File: config.mk
export PLATFORM = sky130hd
export DESIGN_NAME = obi_rvalid_stall
export DESIGN_NICKNAME = d
export VERILOG_FILES = /design/src/rtl/obi_rvalid_stall.sv
export SDC_FILE = /design/constraint.sdc
export NUM_CORES = 1
export LEC_CHECK = 0
export ABC_AREA = 1
export ABC_CLOCK_PERIOD_IN_PS = 67800
export BUFFER_PORTS_ARGS = -buffer_cell sky130_fd_sc_hd__buf_2
export CORE_ASPECT_RATIO = 1.1
export CORE_MARGIN = 8
export CORE_UTILIZATION = 35
export CTS_CLUSTER_DIAMETER = 50
export CTS_CLUSTER_SIZE = 8
export DETAILED_ROUTE_END_ITERATION = 6
export PLACE_DENSITY = 0.6
export SLEW_MARGIN = 20
export SYNTH_ARGS = -nofsm -noshare
export SYNTH_HDL_FRONTEND = slang
export SYNTH_SLANG_ARGS = --single-unit
File: constraint.sdc
create_clock -name clk_i -period 67.8 [get_ports clk_i]
set_input_delay 13.56 -clock clk_i [delete_from_list [all_inputs] [get_ports clk_i]]
set_output_delay 13.56 -clock clk_i [all_outputs]
set_load 0.1 [all_outputs]
File: src/rtl/obi_rvalid_stall.sv
// OBI response-phase stall stage: buffers memory responses in order and replays
// each one to the core after a fixed, pseudo-random or zero per-transaction delay.
module obi_rvalid_stall #(
   parameter int unsigned DEPTH      = 4,
   parameter int unsigned DATA_WIDTH = 32,
   parameter logic [31:0] LFSR_SEED  = 32'hACE1_2021
) (
   input  logic                  clk_i,
   input  logic                  rst_ni,
   input  logic                  req_i,
   input  logic                  gnt_i,
   input  logic                  rvalid_mem_i,
   input  logic [DATA_WIDTH-1:0] rdata_mem_i,
   output logic                  rvalid_core_o,
   output logic [DATA_WIDTH-1:0] rdata_core_o,
   output logic                  full_o,
   output logic                  err_o,
   input  logic                  en_stall_i,
   input  logic [31:0]           stall_mode_i,
   input  logic [31:0]           max_stall_i,
   input  logic [31:0]           valid_stall_i
);

   localparam int unsigned AW        = $clog2(DEPTH);
   localparam logic [31:0] LFSR_TAPS = 32'h8020_0003;
   localparam logic [AW:0] CNT_ONE   = (AW+1)'(1);
   localparam logic [AW:0] FULL_CNT  = (AW+1)'(DEPTH);
   localparam logic [AW-1:0] IDX_ONE = AW'(1);

   logic [DATA_WIDTH-1:0] data_q [DEPTH];
   logic [7:0]            dly_q  [DEPTH];

   logic [AW:0]   wr_ptr_q, rd_ptr_q, fill;
   logic [AW:0]   out_cnt_q, out_cnt_d;
   logic [AW-1:0] rd_idx, nxt_idx, wr_idx;
   logic [7:0]    cnt_q, cnt_d, dly_new;
   logic [31:0]   lfsr_q, lfsr_nxt;
   logic [15:0]   rnd_mod;
   logic          full_q, err_q;
   logic          fifo_empty, fifo_full, no_outstanding;
   logic          accept, acc_ok, push, pop, err_set;
   logic          unused_bits;

   assign rd_idx     = rd_ptr_q[AW-1:0];
   assign wr_idx     = wr_ptr_q[AW-1:0];
   assign nxt_idx    = rd_idx + IDX_ONE;
   assign fill       = wr_ptr_q - rd_ptr_q;
   assign fifo_empty = (wr_ptr_q == rd_ptr_q);
   assign fifo_full  = (wr_ptr_q[AW] != rd_ptr_q[AW]) && (wr_idx == rd_idx);

   // A response is only legal while some accepted request still awaits one.
   assign no_outstanding = (out_cnt_q == fill);
   assign accept         = req_i && gnt_i;
   assign acc_ok         = accept && !full_q;
   assign push           = rvalid_mem_i && !fifo_full && !no_outstanding;
   assign pop            = rvalid_core_o;
   assign err_set        = (rvalid_mem_i && (fifo_full || no_outstanding)) || (accept && full_q);

   assign lfsr_nxt = {1'b0, lfsr_q[31:1]} ^ (lfsr_q[0] ? LFSR_TAPS : 32'd0);
   assign rnd_mod  = lfsr_q[15:0] % ({8'd0, max_stall_i[7:0]} + 16'd1);

   assign unused_bits = ^{max_stall_i[31:8], valid_stall_i[31:8], rnd_mod[15:8]};

   always_comb begin
      dly_new = 8'd0;
      if (en_stall_i) begin
         case (stall_mode_i)
            32'd1:   dly_new = valid_stall_i[7:0];
            32'd2:   dly_new = rnd_mod[7:0];
            default: dly_new = 8'd0;
         endcase
      end
   end

   // The head counter reloads whenever a new entry reaches the head.
   always_comb begin
      cnt_d = cnt_q;
      if (pop) begin
         if (fill > CNT_ONE) cnt_d = dly_q[nxt_idx];
         else if (push)      cnt_d = dly_new;
         else                cnt_d = 8'd0;
      end else if (push && fifo_empty) begin
         cnt_d = dly_new;
      end else if (cnt_q != 8'd0) begin
         cnt_d = cnt_q - 8'd1;
      end
   end

   always_comb begin
      out_cnt_d = out_cnt_q;
      if (acc_ok && !pop)      out_cnt_d = out_cnt_q + CNT_ONE;
      else if (!acc_ok && pop) out_cnt_d = out_cnt_q - CNT_ONE;
   end

   always_ff @(posedge clk_i or negedge rst_ni) begin
      if (!rst_ni) begin
         wr_ptr_q  <= '0;
         rd_ptr_q  <= '0;
         cnt_q     <= 8'd0;
         out_cnt_q <= '0;
         full_q    <= 1'b0;
         err_q     <= 1'b0;
         lfsr_q    <= LFSR_SEED;
      end else begin
         if (push) wr_ptr_q <= wr_ptr_q + CNT_ONE;
         if (pop)  rd_ptr_q <= rd_ptr_q + CNT_ONE;
         cnt_q     <= cnt_d;
         out_cnt_q <= out_cnt_d;
         full_q    <= (out_cnt_d == FULL_CNT);
         if (err_set) err_q  <= 1'b1;
         if (push)    lfsr_q <= lfsr_nxt;
      end
   end

   always_ff @(posedge clk_i) begin
      if (push) begin
         data_q[wr_idx] <= rdata_mem_i;
         dly_q[wr_idx]  <= dly_new;
      end
   end

   assign rvalid_core_o = !fifo_empty && (cnt_q == 8'd0);
   assign rdata_core_o  = rvalid_core_o ? data_q[rd_idx] : '0;
   assign full_o        = full_q;
   assign err_o         = err_q;

endmodule

**After elaboration in Yosys (flattened, before gate mapping)**

Memories as Yosys holds them, arrays and structs flattened.
Cells that the tools add are included.

- Bits in registers: 51
- Memory bits (writable): 160
- Bits of input ports: 134
- Output and inout bits: 35
- Logic and storage cells: 62
- Memories kept: 2

- $add $sub $neg: 8
- Div/mod/pow operators: 1
- Magnitude comparators: 1
- Equal/unequal tests: 7
- Muxes and demuxes: 13
- Bitwise gates (word level): 1
- Reductions and logical operators: 22

Memories:

| memory | words | bits a word | read ports | clocked after memory_dff | wr ports | line | source |
|---|---|---|---|---|---|---|---|
| data_q | 4 | 32 | 1 | 0 | 1 | 30 | `logic [DATA_WIDTH-1:0] data_q [DEPTH];` |
| dly_q | 4 | 8 | 1 | 0 | 1 | 31 | `logic [7:0] dly_q [DEPTH];` |

Operators with widths:

| operator | count |
|---|---|
| $mux 32 | 2 |
| $mux 8 | 6 |
| $eq 32x1->1 const B | 1 |
| $eq 32x2->1 const B | 1 |
| $xor 31x32->32 | 1 |
| $mod 16x16->16 | 1 |
| $pmux 8 s2 | 1 |
| $logic_and 1x1->1 | 11 |
| $add 3x1->3 const B | 3 |
| $add 8x1->9 const B | 1 |
| $logic_not 8->1 | 1 |
| $reduce_bool 8->1 | 1 |
| $sub 8x1->8 const B | 1 |
| $eq 3x3->1 | 2 |
| $logic_not 1->1 | 6 |
| $mux 3 | 2 |
| $eq 3x3->1 const B | 1 |
| $gt 3x1->1 const B | 1 |
| $reduce_bool 3->1 | 1 |
| $sub 3x1->3 const B | 1 |
| $sub 3x3->3 | 1 |
| $add 2x1->2 const B | 1 |
| $eq 2x2->1 | 1 |
| $logic_or 1x1->1 | 2 |
| other kinds (2) | 3 |

**Depth between registers and ports, before layout**

Gate-level depths: netlist of the first run.

- Depth in word-level cells: 8
- Gate-level depth with buffers: 238
- Mapped depth without buffers: 232

**Least setup slack after synthesis of the first run**

Ideal clock, no wire load.

- Kind: input port to flip-flop
- Start: input port max_stall_i[0]
- End: register cnt_q[6]
- Setup time: 0.071 ns
- Arrival time: 41.280 ns
- Data required time: 67.729 ns
- Setup slack: 26.449 ns
- Cell stages on the path: 224
- Path buffers: 7
- Cells stage by stage: ha_1 xnor2_1 nand2_1 nor2_1 nand3_1 nand3_1 nand2_1 ha_1 o21a_1 nor2_1 nor2_1 nand3_1 nand2_1 nand2_1 ha_1 inv_1 o21bai_1 a21o_1 (+188 left out) inv_1 o21bai_1 nand3_1 nand2_1 o21a_1 o21ai_0 nand2_1 a21oi_1 nand3_2 nor2_4 nand2_4 nand2_1 nand2_1 o21ai_1 nand2_1 nand2_1 nand2_1 nor2_1

- Longest elaborated chain between the ends: 7
- Elaborated cells between the ends (all ways): 8
- Classes of those cells: add/sub (1); div (1); mux (6)

Ends and longest elaborated chain:

| what | line | source |
|---|---|---|
| start: declaration | 20 | `input logic [31:0] max_stall_i,` |
| $add 8x1->9 (*) | 60 | `assign rnd_mod = lfsr_q[15:0] % ({8'd0, max_stall_i[7:0]} + 16'd1);` |
| $mod 16x16->16 (*) | 60 |  |
| $pmux 8 s2 (*) | 67 | `case (stall_mode_i)` |
| $mux 8 (*) | 66 | `if (en_stall_i) begin` |
| $mux 8 | 80 | `else if (push) cnt_d = dly_new;` |
| $mux 8 | 79 | `if (fill > CNT_ONE) cnt_d = dly_q[nxt_idx];` |
| $mux 8 (*) | 78 | `if (pop) begin` |
| end signal: assignment | 107 | `cnt_q <= cnt_d;` |
| end: declaration | 36 | `logic [7:0] cnt_q, cnt_d, dly_new;` |

Every way passes the cells marked *; elsewhere a longest branch is shown, timed or not.
A chain may end at the register's enable or synchronous reset.

**Final worst setup path of the first run**

Same ends and word-level chain as after synthesis.

==> out/results.ini, run 1 <==
[status]
status=completed

[sta]
slew_headroom=0.437
setup_viol=0
rsz0062_at_grt=false
fin_tns_setup_ps=0
drv_slew=0
hold_viol=0
fmax_mhz=22.2
worst_pin_slew_ps=842
fin_crit_ps=45010
finalCritPeriodShare=0.664
finClkSkew_ps=20.1

[clock_tree]
cts-root-buf=clkbuf_16
cts_buffer_depth=3
clk_latency_ps=500
clkSlewWorstSetupHoldPaths_ps=40
postCtsHoldBufs=0
cts_tree=done
cts_setup_buffers=0
cts_resized=0
clock-sinks=211
htreeDepth=2
numCtsBuffers=34

[die]
ios=169
fp.dieH_um=232
start_util=0.353
die_x_um=212
die_area_mm2=0.0493
core_area_mm2=0.0421
std_cell_rows=79

[place]
hpwlAfterDp_mm=23.7
place.gp.congestion=0.826
portBuffers=120

[synth]
synth-seq-cells=211
synth_seq_area_share=0.410
synth-edff-count=160
async_flop_share=0.242
synth_ff_type=edfxtp_1
synthCells=1797
synth_fp_nets=2054
yosys.area.top_type=edfxtp_1
synth_cell_type_count=54
syn_area_per_cell_um2=8.27
synth_area_mm2=0.0149
synth_area_leaders=edfxtp_1, ha_1, nand2_1
yosysTopAreaCellShare=0.323
yosysWarnings=0

[critical_path]
cp-start-kind=input port
crit_required_ps=68210
cp-end-kind=register
cp_slowest_cell=nor3_2
cp.arrival_ps=45420
rrSetupSlack_ps=36290
cp_slowest_stage_delay_ps=530
crit_top_cell=nand2_1
path_class=input port to register
cp_max_fo=18
r2r_end=cnt_q[6]
crit-reg2reg-launch=lfsr_q[0]
rr_worst_depth=220

[worst_hold_path]
hold_path_end=err_o
holdPathStages=1
hp-class=register to register
holdCritStartpoint=err_o

[global_route]
grt_usage=0.137
grt_max_degree=73
antenna_found_initial=3
grt_pass1_wl_mm=56.5
grt_pass1_vias=11900
gr-total-overflow=0

[layout]
layout-drive-gt1-share=0.158
nNetsFinal=2164
fill_cells=4245
final_common_cell=nand2_1
most-common-layout-cells=nand2_1, nor2_1, inv_1
multiInputGateArea_mm2=0.00782
area_delta_synth_final_pct=14.8
seqCellArea_mm2=0.00610

[drt]
wl_per_cell_um=13.5
num_vias=11900
drt_first_pass_iters=4
ant_nets=0
drt-total-wl_mm=33.7
first_iter_violations=604
drc_errors=0
vias_per_cell=4.79

[flow_run]
cap_viol_max_count=0

[worst max-delay path by stage]
stage                   startpoint  endpoint  slack, ps  depth (start not counted)
floorplan           max_stall_i[0]  cnt_q[6]      26450                        224
global placement    max_stall_i[0]  cnt_q[4]      22920                        219
detailed placement  max_stall_i[0]  cnt_q[7]      22200                        221
CTS                 max_stall_i[0]  cnt_q[7]      22580                        221
global route        max_stall_i[0]  cnt_q[4]      18730                        224
finish              max_stall_i[0]  cnt_q[6]      22790                        222
[synth_stat cells (40+ instances only)]
library cell and instances:
xnor2_1 43, clkbuf_1 49, xor2_1 40, nand2_1 370
nand3_1 91, ha_1 121, o21ai_0 161, inv_1 180
edfxtp_1 160, a21oi_1 59, nor2_1 211, dfrtp_1 40
[sequential cells by signal, indices dropped and copies added (netlist names)]
name,count
cnt_q,8
data_q,128
dly_q,32
err_o,1
full_o,1
lfsr_q,32
out_cnt_q,3
rd_ptr_q,3
wr_ptr_q,3
[critical path, delay by kind of cell]
kind                       cells  cell delay [ps]
AOI/OAI and AO/OA             70            11890
adders and majority gates     16             5030
and+or+nand+nor              109            12070
buffers and inverters         27             2740
[logic make-up after synthesis]
group                    synth area share
XOR/XNOR                           0.0489
flip-flops                          0.410
adder cells (fa/ha/maj)             0.105
multiplexers                     0.000674
AND/OR/NAND/NOR                     0.248
buffers and inverters              0.0662
AO/OA/AOI/OAI                       0.121
[layout make-up]
class,instances,share of cell area
flip-flops and latches,211,0.358
inverters,199,0.0438
well taps,567,0.0416
repair buffers,133,0.0410
multi-input cells,1328,0.459
diodes,1,0.000147
clock inverters,8,0.00528
clock buffers,42,0.0517
[routing by layer]
layer,track usage,up-vias,share of wire
met2,0.254,152,0.51
met1,0.162,5499,0.44
met4,0.0334,4,0.017
li1,-,6214,-
met3,0.0235,49,0.034
met5,0,-,0.00068
[metrics by stage]
step | setup WS [ps] | std cells | hold WS, ps | cell area, um2 | utilization
4_1_cts | 22580 | 2488 | 485 | 17000 | 0.405
3_5_place_dp | 22200 | 2438 | 473 | 16100 | 0.382
3_3_place_gp | 22920 | 2438 | 464 | 16100 | 0.382
5_1_grt | 18730 | 2488 | 504 | 17000 | 0.405
6_report | 22790 | 2489 | 482 | 17000 | 0.405
2_1_floorplan | 26450 | 1797 | 449 | 14900 | -
Power of run 1 is not shown: default switching activity piles up to over one toggle a cycle in this logic, so the estimate is an artifact.
==> run 2, diff against run 1 <==
Settings changed: ABC_AREA 1 to 0, ABC_CLOCK_PERIOD_IN_PS 67800 to 46200.
Clock period 67.8 ns to 46.2 ns, I/O delays scaled along.
==> out/results.ini, run 2 <==
[status]
status=completed  ; unchanged

[critical_path]
path_buf_inv=6  ; was 27
crit_start=max_stall_i[0]  ; unchanged
cp_max_fo=21  ; was 18
path_delay_family=compound AO/OA/AOI/OAI gates  ; was simple AND/OR/NAND/NOR gates
cp_slowest_cell=o41ai_1  ; was nor3_2
crit_cells=144  ; was 222
cp.arrival_ps=43740  ; was 45420 ps
crit_top_cell=o21a_1  ; was nand2_1
cp-end-kind=register  ; unchanged
crit-reg2reg-launch=lfsr_q[15]  ; was lfsr_q[0]
cp-start-kind=input port  ; unchanged
path_class=input port to register  ; unchanged
rr_worst_depth=140  ; was 220
cp_slowest_stage_delay_ps=660  ; was 530 ps
crit_required_ps=46470  ; was 68210 ps

[clock_tree]
cts-root-buf=clkbuf_16  ; unchanged
cts_buffer_depth=3  ; unchanged
cts_tree=done  ; unchanged
postCtsHoldBufs=0  ; unchanged
clk_latency_ps=550  ; was 500 ps
htreeDepth=1  ; was 2
clkSlewWorstSetupHoldPaths_ps=50  ; was 40 ps
numCtsBuffers=30  ; was 34
clock-sinks=211  ; unchanged

[layout]
final_area_mm2=0.0174  ; was 0.0170 mm2
area_delta_synth_final_pct=14.8  ; about the same
largest_register_ffs=128  ; unchanged
final_common_cell=nand2_1  ; unchanged
most-common-layout-cells=nand2_1, edfxtp_1, ha_1  ; was nand2_1, nor2_1, inv_1
nNetsFinal=1831  ; was 2164
layout-drive-gt1-share=0.198  ; was 0.158
regMostFlops=data_q  ; unchanged
reg_top3=data_q x128, dly_q x32, lfsr_q x32  ; unchanged

[die]
start_util=0.352  ; was 0.353
std_cell_rows=80  ; was 79
die_x_um=214  ; was 212 um
fp.dieH_um=234  ; was 232 um
core_area_mm2=0.0430  ; was 0.0421 mm2
die_area_mm2=0.0503  ; was 0.0493 mm2
ios=169  ; unchanged

[synth]
synth_common_cells=nand2_1, edfxtp_1, ha_1  ; was nand2_1, nor2_1, inv_1
synth-seq-cells=211  ; unchanged
synth_fp_nets=1708  ; was 2054
syn_area_per_cell_um2=10.5  ; was 8.27 um2
yosysWarnings=0  ; unchanged
synth_area_mm2=0.0152  ; was 0.0149 mm2
synth-edff-count=160  ; unchanged
yosysMostFrequentCell=nand2_1  ; unchanged
async_flop_share=0.242  ; unchanged
synth_seq_area_share=0.402  ; was 0.410
yosys.area.top_type=edfxtp_1  ; unchanged
synth_area_leaders=edfxtp_1, ha_1, dfrtp_1  ; was edfxtp_1, ha_1, nand2_1
synthCells=1451  ; was 1797
yosysTopAreaCellShare=0.317  ; was 0.323
synth_ff_type=edfxtp_1  ; unchanged
synth_cell_type_count=109  ; was 54

[worst_hold_path]
hp-class=register to register  ; unchanged
holdCritStartpoint=lfsr_q[23]  ; was err_o
holdPathStages=2  ; was 1

[drt]
wl_met3_mm=1.50  ; was 1.15 mm
ant_nets=0  ; unchanged
wl_per_cell_um=16.9  ; was 13.5 um
drc_errors=0  ; unchanged
first_iter_violations=668  ; was 604
route.met2.wl_mm=18.3  ; was 17.2 mm
m1WireLength_mm=16.2  ; was 14.7 mm
drt_first_pass_iters=5  ; was 4
num_vias=11700  ; was 11900
routed.top_layer=met5  ; unchanged
vias_per_cell=5.39  ; was 4.79
drt-total-wl_mm=36.8  ; was 33.7 mm

[sta]
worst_pin_slew_ps=986  ; was 842 ps
setup_viol=0  ; unchanged
fmax_mhz=23.0
fin_crit_ps=43470
hold_viol=0  ; unchanged
drv_slew=0  ; unchanged
slew_headroom=0.337  ; was 0.437
finalCritPeriodShare=0.941
finClkSkew_ps=39.4  ; was 20.1 ps

[global_route]
grt_usage=0.142  ; was 0.137
grt_max_degree=52  ; was 73
gr-total-overflow=0  ; unchanged
grt_pass1_wl_mm=60.3  ; was 56.5 mm
grt_pass1_vias=11900  ; about the same
antenna_found_initial=9  ; was 3

[place]
placed_area_mm2=0.0164  ; was 0.0161 mm2
portBuffers=120  ; unchanged
place.gp.congestion=0.840  ; was 0.826
hpwlAfterDp_mm=27.3  ; was 23.7 mm

[flow_run]
cap_viol_max_count=0  ; unchanged

[run 2: cell types whose count changed after synthesis, moves of 24 or more]
cell     before  now
mux2_2        0   25
nor3_1        9   53
nand2_1     370  163
o21ai_0     161   59
nor2_1      211  103
nand3_1      91   16
nand3_2      26    2
and2_1        2   44
mux4_2        0   40
o21a_1        4   51
inv_1       180   45
[run 2: final cells by class]
| type | instances | area [um2] |
|---|---|---|
| timing repair buffer | 142 | 778 |
| sequential | 211 | 6100 |
| tap | 574 | 718 |
| clock buffer | 55 | 855 |
| inverter | 46 | 173 |
| multi-input combinational | 1143 | 8750 |
| fill | 4204 | 25600 |
| antenna | 4 | 10.0 |
| clock inverter | 1 | 30.0 |
[run 2: cell families (layout without fill, tap and decap cells)]
logic type      Yosys count  after routing  share of synthesized area
simple gates            511            511                      0.169
compound gates          354            354                      0.169
flops                   211            211                      0.402
fa+ha+maj               123            123                      0.102
buf+inv                  97            244                     0.0252
mux                      83             83                     0.0908
xor+xnor                 72             72                     0.0421
other cells               0              4                          0
[run 2: worst paths after layout]
check | slack, ps | end
hold reg to reg | 460 | lfsr_q[22]
hold / removal | 460 | lfsr_q[22]
min in group asynchronous | 8840 | cnt_q[1]
max in group asynchronous | 36860 | rd_ptr_q[0]
setup reg to reg | 12280 | dly_q[1][1]
setup / recovery | 2730 | dly_q[1][1]
[run 2: what timing repair did]
item | CTS | global route
setup buffers | 0 | 5
setup endpoints to repair | 0 | 40
resized for setup | 0 | 8
[run 2: metrics by stage]
step / utilization / TNS (ps) / setup slack (ps) / cells / hold slack, ps
2_1_floorplan: - / 0 / 6290 / 1451 / 435
3_3_place_gp: 0.382 / 0 / 1920 / 2111 / 444
3_5_place_dp: 0.382 / 0 / 1230 / 2111 / 454
4_1_cts: 0.402 / 0 / 1750 / 2167 / 462
5_1_grt: 0.405 / -118 / -29.3 / 2175 / 482
6_report: 0.405 / 0 / 2730 / 2176 / 457
[run 2: metal layers]
metal  GRT usage  vias to the layer above
li1            -                     5762
met1       0.176                     5651
met2       0.255                      242
met3      0.0237                       61
met4      0.0345                       12
met5           0                        -
[run 2: worst min-delay path: cells and delay by family (launching register included)]
kind,cells,cell delay [ps]
flip-flops,1,360
AND/OR/NAND/NOR,2,90
Power of run 2 is left out for the same reason.
